<file path="src/rtl/anc_pkg.sv">
// -----------------------------------------------------------------------------
// anc_pkg
// Shared definitions for the ANC control and filter blocks: sequencer state
// encoding and the default filter/timeout dimensions.
// -----------------------------------------------------------------------------
package anc_pkg;

    localparam int ANC_TAPS_DEF    = 32;
    localparam int ANC_TAP_W_DEF   = 5;
    localparam int ANC_TIMEOUT_DEF = 64;
    localparam int ANC_CNT_W_DEF   = 8;

    localparam logic [2:0] ANC_ST_IDLE   = 3'd0;
    localparam logic [2:0] ANC_ST_SHIFT  = 3'd1;
    localparam logic [2:0] ANC_ST_FILTER = 3'd2;
    localparam logic [2:0] ANC_ST_WAIT   = 3'd3;
    localparam logic [2:0] ANC_ST_UPDATE = 3'd4;

    typedef enum logic [2:0] {
        ST_IDLE   = ANC_ST_IDLE,
        ST_SHIFT  = ANC_ST_SHIFT,
        ST_FILTER = ANC_ST_FILTER,
        ST_WAIT   = ANC_ST_WAIT,
        ST_UPDATE = ANC_ST_UPDATE
    } anc_state_e;

endpackage

</file>
<file path="src/rtl/anc_pulse_sync.sv">
// -----------------------------------------------------------------------------
// anc_pulse_sync
// Brings an asynchronous strobe into the clk domain through two flops and
// emits a one-cycle pulse on its synchronized rising edge.
//   clk       in  destination clock
//   rst_n     in  asynchronous active-low reset
//   async_in  in  strobe from another clock domain
//   pulse_out out one-cycle pulse, high in the cycle before the 3rd clk edge
//                 after async_in rises
// -----------------------------------------------------------------------------
module anc_pulse_sync (
    input  logic clk,
    input  logic rst_n,
    input  logic async_in,
    output logic pulse_out
);

    // [0],[1] form the synchronizer; [2] is the edge-detect history
    logic [2:0] sync_d;
    logic [2:0] sync_q;

    // Shift the input through the synchronizer chain
    always_comb begin
        sync_d = {sync_q[1:0], async_in};
    end

    // Synchronizer and history flops
    always_ff @(posedge clk or negedge rst_n) begin
        if (!rst_n) begin
            sync_q <= 3'b000;
        end else begin
            sync_q <= sync_d;
        end
    end

    assign pulse_out = sync_q[1] & ~sync_q[2];

endmodule

</file>
<file path="src/rtl/anc_sample_scheduler.sv">
// -----------------------------------------------------------------------------
// anc_sample_scheduler
// Per-sample sequencer for the ANC datapath: on each accepted sample-ready
// strobe it shifts the data RAM, runs a TAPS-cycle filter pass, waits for the
// filter to report completion and issues one saturation/output update.
//   Clk_100M        in  system clock
//   Reset           in  asynchronous active-low reset
//   SSPIF_In        in  sample-ready from the SPI block (async)
//   Enable          in  1 = accept new samples
//   FiltComplete_In in  filter pass done, looked at only while waiting
//   ClearFlags      in  synchronous clear of Overrun/Timeout/OverrunCnt
//   RAMDataEN       out one-cycle data RAM shift strobe
//   FilterEN        out high for TAPS consecutive cycles
//   TapIdx          out tap index during FilterEN, else 0
//   SatEN           out one-cycle saturation/output update strobe
//   Busy            out sequence in progress
//   Overrun         out sticky: a sample was lost
//   Timeout         out sticky: filter completion never arrived
//   OverrunCnt      out saturating count of lost samples
// -----------------------------------------------------------------------------
module anc_sample_scheduler
    import anc_pkg::*;
#(
    parameter int TAPS    = ANC_TAPS_DEF,
    parameter int TAP_W   = ANC_TAP_W_DEF,
    parameter int TIMEOUT = ANC_TIMEOUT_DEF,
    parameter int CNT_W   = ANC_CNT_W_DEF
) (
    input  logic             Clk_100M,
    input  logic             Reset,
    input  logic             SSPIF_In,
    input  logic             Enable,
    input  logic             FiltComplete_In,
    input  logic             ClearFlags,
    output logic             RAMDataEN,
    output logic             FilterEN,
    output logic [TAP_W-1:0] TapIdx,
    output logic             SatEN,
    output logic             Busy,
    output logic             Overrun,
    output logic             Timeout,
    output logic [CNT_W-1:0] OverrunCnt
);

    localparam int               TMR_W    = $clog2(TIMEOUT + 1);
    localparam logic [TAP_W-1:0] TAP_LAST = TAP_W'(TAPS - 1);
    localparam logic [TMR_W-1:0] TMR_LAST = TMR_W'(TIMEOUT - 1);
    localparam logic [CNT_W-1:0] CNT_MAX  = {CNT_W{1'b1}};

    logic req_s;
    logic acc_s;
    logic ovr_evt_s;
    logic tout_evt_s;

    anc_state_e       state_d, state_q;
    logic [TAP_W-1:0] tap_d, tap_q;
    logic [TMR_W-1:0] tmr_d, tmr_q;
    logic             pend_d, pend_q;
    logic             ovr_d, ovr_q;
    logic             tout_d, tout_q;
    logic [CNT_W-1:0] cnt_d, cnt_q;
    logic             ram_en_d, ram_en_q;
    logic             filt_en_d, filt_en_q;
    logic [TAP_W-1:0] tap_idx_d, tap_idx_q;
    logic             sat_en_d, sat_en_q;
    logic             busy_d, busy_q;

    anc_pulse_sync u_sspif_sync (
        .clk       (Clk_100M),
        .rst_n     (Reset),
        .async_in  (SSPIF_In),
        .pulse_out (req_s)
    );

    assign acc_s = req_s & Enable;

    // Sequencer next state, tap counter, wait timer and one-deep pending flag
    always_comb begin
        state_d    = state_q;
        tap_d      = tap_q;
        tmr_d      = tmr_q;
        pend_d     = pend_q;
        ovr_evt_s  = 1'b0;
        tout_evt_s = 1'b0;
        case (state_q)
            ST_IDLE: begin
                if (acc_s || pend_q) begin
                    state_d = ST_SHIFT;
                    // A sample landing together with a pending one is served
                    // as the pending one, the new one takes the pending slot
                    pend_d  = acc_s & pend_q;
                end else begin
                    state_d = ST_IDLE;
                end
            end
            ST_SHIFT: begin
                state_d = ST_FILTER;
                tap_d   = {TAP_W{1'b0}};
            end
            ST_FILTER: begin
                if (tap_q == TAP_LAST) begin
                    state_d = ST_WAIT;
                    tap_d   = {TAP_W{1'b0}};
                    tmr_d   = {TMR_W{1'b0}};
                end else begin
                    tap_d   = tap_q + TAP_W'(1);
                end
            end
            ST_WAIT: begin
                if (FiltComplete_In) begin
                    state_d = ST_UPDATE;
                end else if (tmr_q == TMR_LAST) begin
                    state_d    = ST_IDLE;
                    tout_evt_s = 1'b1;
                end else begin
                    tmr_d = tmr_q + TMR_W'(1);
                end
            end
            ST_UPDATE: begin
                state_d = ST_IDLE;
            end
            default: begin
                state_d = ST_IDLE;
                tap_d   = {TAP_W{1'b0}};
                tmr_d   = {TMR_W{1'b0}};
            end
        endcase
        // Samples arriving mid-sequence fill the pending slot or are lost
        if (acc_s && (state_q != ST_IDLE)) begin
            if (pend_q) begin
                ovr_evt_s = 1'b1;
            end else begin
                pend_d = 1'b1;
            end
        end else begin
            ovr_evt_s = 1'b0;
        end
    end

    // Sticky status with clear taking priority, and registered strobe decode
    always_comb begin
        ovr_d  = ovr_q;
        tout_d = tout_q;
        cnt_d  = cnt_q;
        if (ClearFlags) begin
            ovr_d  = 1'b0;
            tout_d = 1'b0;
            cnt_d  = {CNT_W{1'b0}};
        end else begin
            if (ovr_evt_s) begin
                ovr_d = 1'b1;
                if (cnt_q != CNT_MAX) begin
                    cnt_d = cnt_q + CNT_W'(1);
                end else begin
                    cnt_d = cnt_q;
                end
            end else begin
                ovr_d = ovr_q;
            end
            if (tout_evt_s) begin
                tout_d = 1'b1;
            end else begin
                tout_d = tout_q;
            end
        end
        // Strobes are decoded from the next state so they line up with it
        ram_en_d  = (state_d == ST_SHIFT);
        filt_en_d = (state_d == ST_FILTER);
        tap_idx_d = (state_d == ST_FILTER) ? tap_d : {TAP_W{1'b0}};
        sat_en_d  = (state_d == ST_UPDATE);
        busy_d    = (state_d != ST_IDLE);
    end

    // State, counters, status and output registers
    always_ff @(posedge Clk_100M or negedge Reset) begin
        if (!Reset) begin
            state_q   <= ST_IDLE;
            tap_q     <= {TAP_W{1'b0}};
            tmr_q     <= {TMR_W{1'b0}};
            pend_q    <= 1'b0;
            ovr_q     <= 1'b0;
            tout_q    <= 1'b0;
            cnt_q     <= {CNT_W{1'b0}};
            ram_en_q  <= 1'b0;
            filt_en_q <= 1'b0;
            tap_idx_q <= {TAP_W{1'b0}};
            sat_en_q  <= 1'b0;
            busy_q    <= 1'b0;
        end else begin
            state_q   <= state_d;
            tap_q     <= tap_d;
            tmr_q     <= tmr_d;
            pend_q    <= pend_d;
            ovr_q     <= ovr_d;
            tout_q    <= tout_d;
            cnt_q     <= cnt_d;
            ram_en_q  <= ram_en_d;
            filt_en_q <= filt_en_d;
            tap_idx_q <= tap_idx_d;
            sat_en_q  <= sat_en_d;
            busy_q    <= busy_d;
        end
    end

    assign RAMDataEN  = ram_en_q;
    assign FilterEN   = filt_en_q;
    assign TapIdx     = tap_idx_q;
    assign SatEN      = sat_en_q;
    assign Busy       = busy_q;
    assign Overrun    = ovr_q;
    assign Timeout    = tout_q;
    assign OverrunCnt = cnt_q;

endmodule
</file>
<file path="config.mk">
export PLATFORM = sky130hd
export DESIGN_NAME = anc_sample_scheduler
export DESIGN_NICKNAME = d
export VERILOG_FILES = /design/src/rtl/anc_pkg.sv /design/src/rtl/anc_pulse_sync.sv /design/src/rtl/anc_sample_scheduler.sv
export SDC_FILE = /design/constraint.sdc
export NUM_CORES = 1
export LEC_CHECK = 0
export ABC_AREA = 1
export CAP_MARGIN = 10
export CELL_PAD_IN_SITES_DETAIL_PLACEMENT = 1
export CELL_PAD_IN_SITES_GLOBAL_PLACEMENT = 2
export CORE_UTILIZATION = 32
export DETAILED_ROUTE_END_ITERATION = 10
export HOLD_SLACK_MARGIN = 0.12
export MAX_ROUTING_LAYER = met4
export PLACE_DENSITY_LB_ADDON = 0.25
export SLEW_MARGIN = 40
export SYNTH_ARGS = -nofsm -noshare
export SYNTH_HDL_FRONTEND = slang
export SYNTH_SLANG_ARGS = --single-unit
</file>
<file path="constraint.sdc">
create_clock -name Clk_100M -period 2.1 [get_ports Clk_100M]
set_input_delay 0.42 -clock Clk_100M [delete_from_list [all_inputs] [get_ports Clk_100M]]
set_output_delay 0.42 -clock Clk_100M [all_outputs]
set_load 0.005 [all_outputs]
</file>
==> impl_metrics.json <==
{
  "floorplan.initialDensity_pct": 33.9,
  "finalSetupViolations": 0,
  "timing.hold.worst_endpoint": "u_sspif_sync.sync_q[1]$_DFF_PN0_",
  "worst_pin_slew_ns": 0.489,
  "clk_latency_ns": 0.29,
  "cellPowerDensity_nw_per_um2": 997,
  "post-route-drc-count": 0,
  "cts-root-buf": "sky130_fd_sc_hd__clkbuf_8",
  "fp.dieArea_um2": 6260,
  "largest_delay_contributor_family_on_the_critical_path": "buffers and inverters",
  "cellLeakagePower_nw": 1.19,
  "synth_cell_types": 28,
  "crit_arrival_ns": 1.32,
  "slew-limit-headroom_pct": 67.4,
  "skew_ns": 0.00786,
  "timing.final.hold_violations": 0,
  "placeableCoreArea_um2": 5610,
  "firstDrtPassIters": 4,
  "cts_tree": "yes",
  "chipHeight_um": 79.1,
  "run_status": "complete, no violations",
  "grt_util_all_layers_pct": 16.7,
  "critical_path.slowest_cell": "sky130_fd_sc_hd__clkdlybuf4s50_1",
  "dr_total_vias": 1574,
  "final_util_pct": 42.9,
  "netlist_instances": 231,
  "worst-r2r-setup-slack_ns": 0.36,
  "reg_to_reg_endpoint": "tmr_q[1]$_DFFE_PN0P_",
  "final_layout_size_suffix_gt1_share_pct": 12.1,
  "placementRows": 27,
  "crit_path_max_fanout": 6,
  "post_route_clock_period_utilization_pct": 82.6,
  "post_synthesis_register_bit_count": 38,
  "area_growth_from_synthesis_to_layout_pct": 26.4,
  "class_of_the_most_critical_hold_timing_path": "reg2reg",
  "mapped_avg_cell_area_um2": 8.24,
  "cap_violations": 0,
  "design.final.nets": 274,
  "critical_path.n_buffers_inverters": 1,
  "finalWorstPathRequiredPeriod_ns": 1.74,
  "setup_total_negative_slack_ns": 0,
  "clkSinkCount": 38,
  "number_of_antenna_violations_at_the_first_check_in_global_routing": 0,
  "die_w_um": 79.1,
  "drt.antenna.violating_nets": 0,
  "synth_sequential_area_ratio_pct": 50.0,
  "crit_type": "reg2out",
  "avgViaCountPerCell": 4.67,
  "mappedNetlistArea_um2": 1900,
  "drt-initial-drc-count": 78,
  "synthesis.yosys.warnings": 0,
  "whs_path_depth": 0,
  "worst_hold_startpoint": "u_sspif_sync.sync_q[0]$_DFF_PN0_",
  "critical_path.max_stage_delay_ns": 0.55,
  "clkSlewWorstSetupHoldPaths_ns": 0.08,
  "antenna_cells": 0,
  "wl_um": 4440,
  "gp_congestion": 0.741,
  "reg2reg_depth": 9,
  "hpwl_um": 3330,
  "global_route_wire_length_before_repair_um": 7750,
  "numCtsBuffers": 5,
  "port_buffers": 24,
  "wl_per_cell_um": 13.2,
  "stdcell_count": 337,
  "grt_pass1_vias": 1667,
  "vdd_ir_drop_max_mv": 0.504,
  "critical_path_required_ns": 1.68,
  "syn-num-nets": 241,
  "slew_viol_final": 0,
  "post-layout-total-power_mw": 2.40,
  "cp_cell_sequence": "clkdlybuf4s50_1",
  "floorplan.io_pins": 25,
  "max_freq_mhz": 576,
  "timing.critical_path.to_type": "output port",
  "clockBufferDepth": 2,
  "critical_path.reg2reg.startpoint": "tap_q[0]$_DFF_PN0_",
  "grt_max_degree": 21,
  "worst_setup_path_start_kind": "flop",
  "rsz0062_at_grt": "false",
  "htreeDepth": 2,
  "gr-total-overflow": 0,
  "whs_ns": 0.353,
  "dpl.cell_count": 328
}
==> what timing repair did <==
| item | 4_1_cts | 5_1_grt |
|---|---|---|
| endpoints found under the hold margin | 18 | 0 |
| gates resized for setup | 0 | 0 |
| hold buffers | 1 | 0 |
| setup buffers | 0 | 0 |
==> flip-flops by register name, summed over array words and instances (netlist names) <==
| name | count |
|---|---|
| OverrunCnt | 8 |
| RAMDataEN | 1 |
| pend_q | 1 |
| tap_q | 5 |
| SatEN | 1 |
| state_q | 3 |
| FilterEN | 1 |
| tmr_q | 7 |
| Overrun | 1 |
| TapIdx | 5 |
| Timeout | 1 |
| Busy | 1 |
| u_sspif_sync.sync_q | 3 |
==> where the power goes <==
group          switching (mW)  leakage (nW)  internal (mW)  total, mW
registers              0.0882         0.511          0.852      0.940
logic                   0.435         0.607          0.260      0.694
clock network           0.256        0.0714          0.507      0.763
==> worst max-delay path by stage <==
stage	start	end	slack [ns]	depth (start not counted)
CTS	tap_q[0]$_DFF_PN0_	tmr_q[4]$_DFFE_PN0P_	0.34	8
global route	tap_q[0]$_DFF_PN0_	tmr_q[0]$_DFFE_PN0P_	0.21	9
finish	OverrunCnt[3]$_DFFE_PN0P_	OverrunCnt[3]	0.36	1
global placement	tap_q[0]$_DFF_PN0_	tmr_q[3]$_DFFE_PN0P_	0.40	9
floorplan	tap_q[0]$_DFF_PN0_	tmr_q[3]$_DFFE_PN0P_	0.54	9
detailed placement	tap_q[0]$_DFF_PN0_	tmr_q[3]$_DFFE_PN0P_	0.38	9
==> layer usage <==
metal	share of wire, %	global-route usage [%]
met4	0.63	3.82
met2	48	27.5
met5	0	-
met1	48	21.0
met3	3.1	3.79
==> layout by cell type (no fill, tap or decap), drive strengths merged, types with 2 or more instances in the layout <==
cell and count:
a22oi 2, buf 3, bufinv 2, clkbuf 6, clkdlybuf4s50 23, dfrtp 38, ha 4, inv 29
nand2 74, nand3 20, nand4 5, nor2 36, nor3 3, o21ai 7, xnor2 4, xor2 2
==> cell type report <==
class | instances | area, um^2
Sequential cell | 38 | 951
Tap cell | 72 | 90.1
Multi-Input combinational cell | 162 | 836
Fill cell | 707 | 3200
Clock inverter | 2 | 60.1
Inverter | 30 | 113
Timing Repair Buffer | 27 | 273
Clock buffer | 6 | 82.6
==> cells in the mapped netlist (all sizes together) <==
cell | count | area share (%)
a22oi | 2 | 0.79
o21ai | 7 | 2.4
nand3b | 1 | 0.39
nand4 | 5 | 2.0
nand3 | 20 | 5.8
and3 | 1 | 0.33
xor2 | 2 | 0.92
o21a | 1 | 0.39
nor3b | 1 | 0.39
clkbuf | 1 | 0.20
nor3 | 3 | 0.79
a21boi | 1 | 0.39
nand2 | 74 | 16
xnor2 | 4 | 1.8
nor2 | 36 | 9.1
ha | 4 | 2.6
clkinv | 1 | 0.20
inv | 29 | 5.7
dfrtp | 38 | 50
==> through the flow <==
stage               instance area [um^2]  worst slack [ns]
CTS                                 2400             0.336
floorplan                           1900             0.542
finish                              2400             0.365
global placement                    2250             0.397
detailed placement                  2250             0.380
global route                        2400             0.209
==> cell families after synthesis <==
| group | synth area share, % |
|---|---|
| compound gates | 4.01 |
| xor+xnor | 2.76 |
| fa+ha+maj | 2.63 |
| buf+inv | 6.11 |
| flops | 50.0 |
| simple gates | 34.5 |
Note: power is estimated with default switching activity, not from simulation.
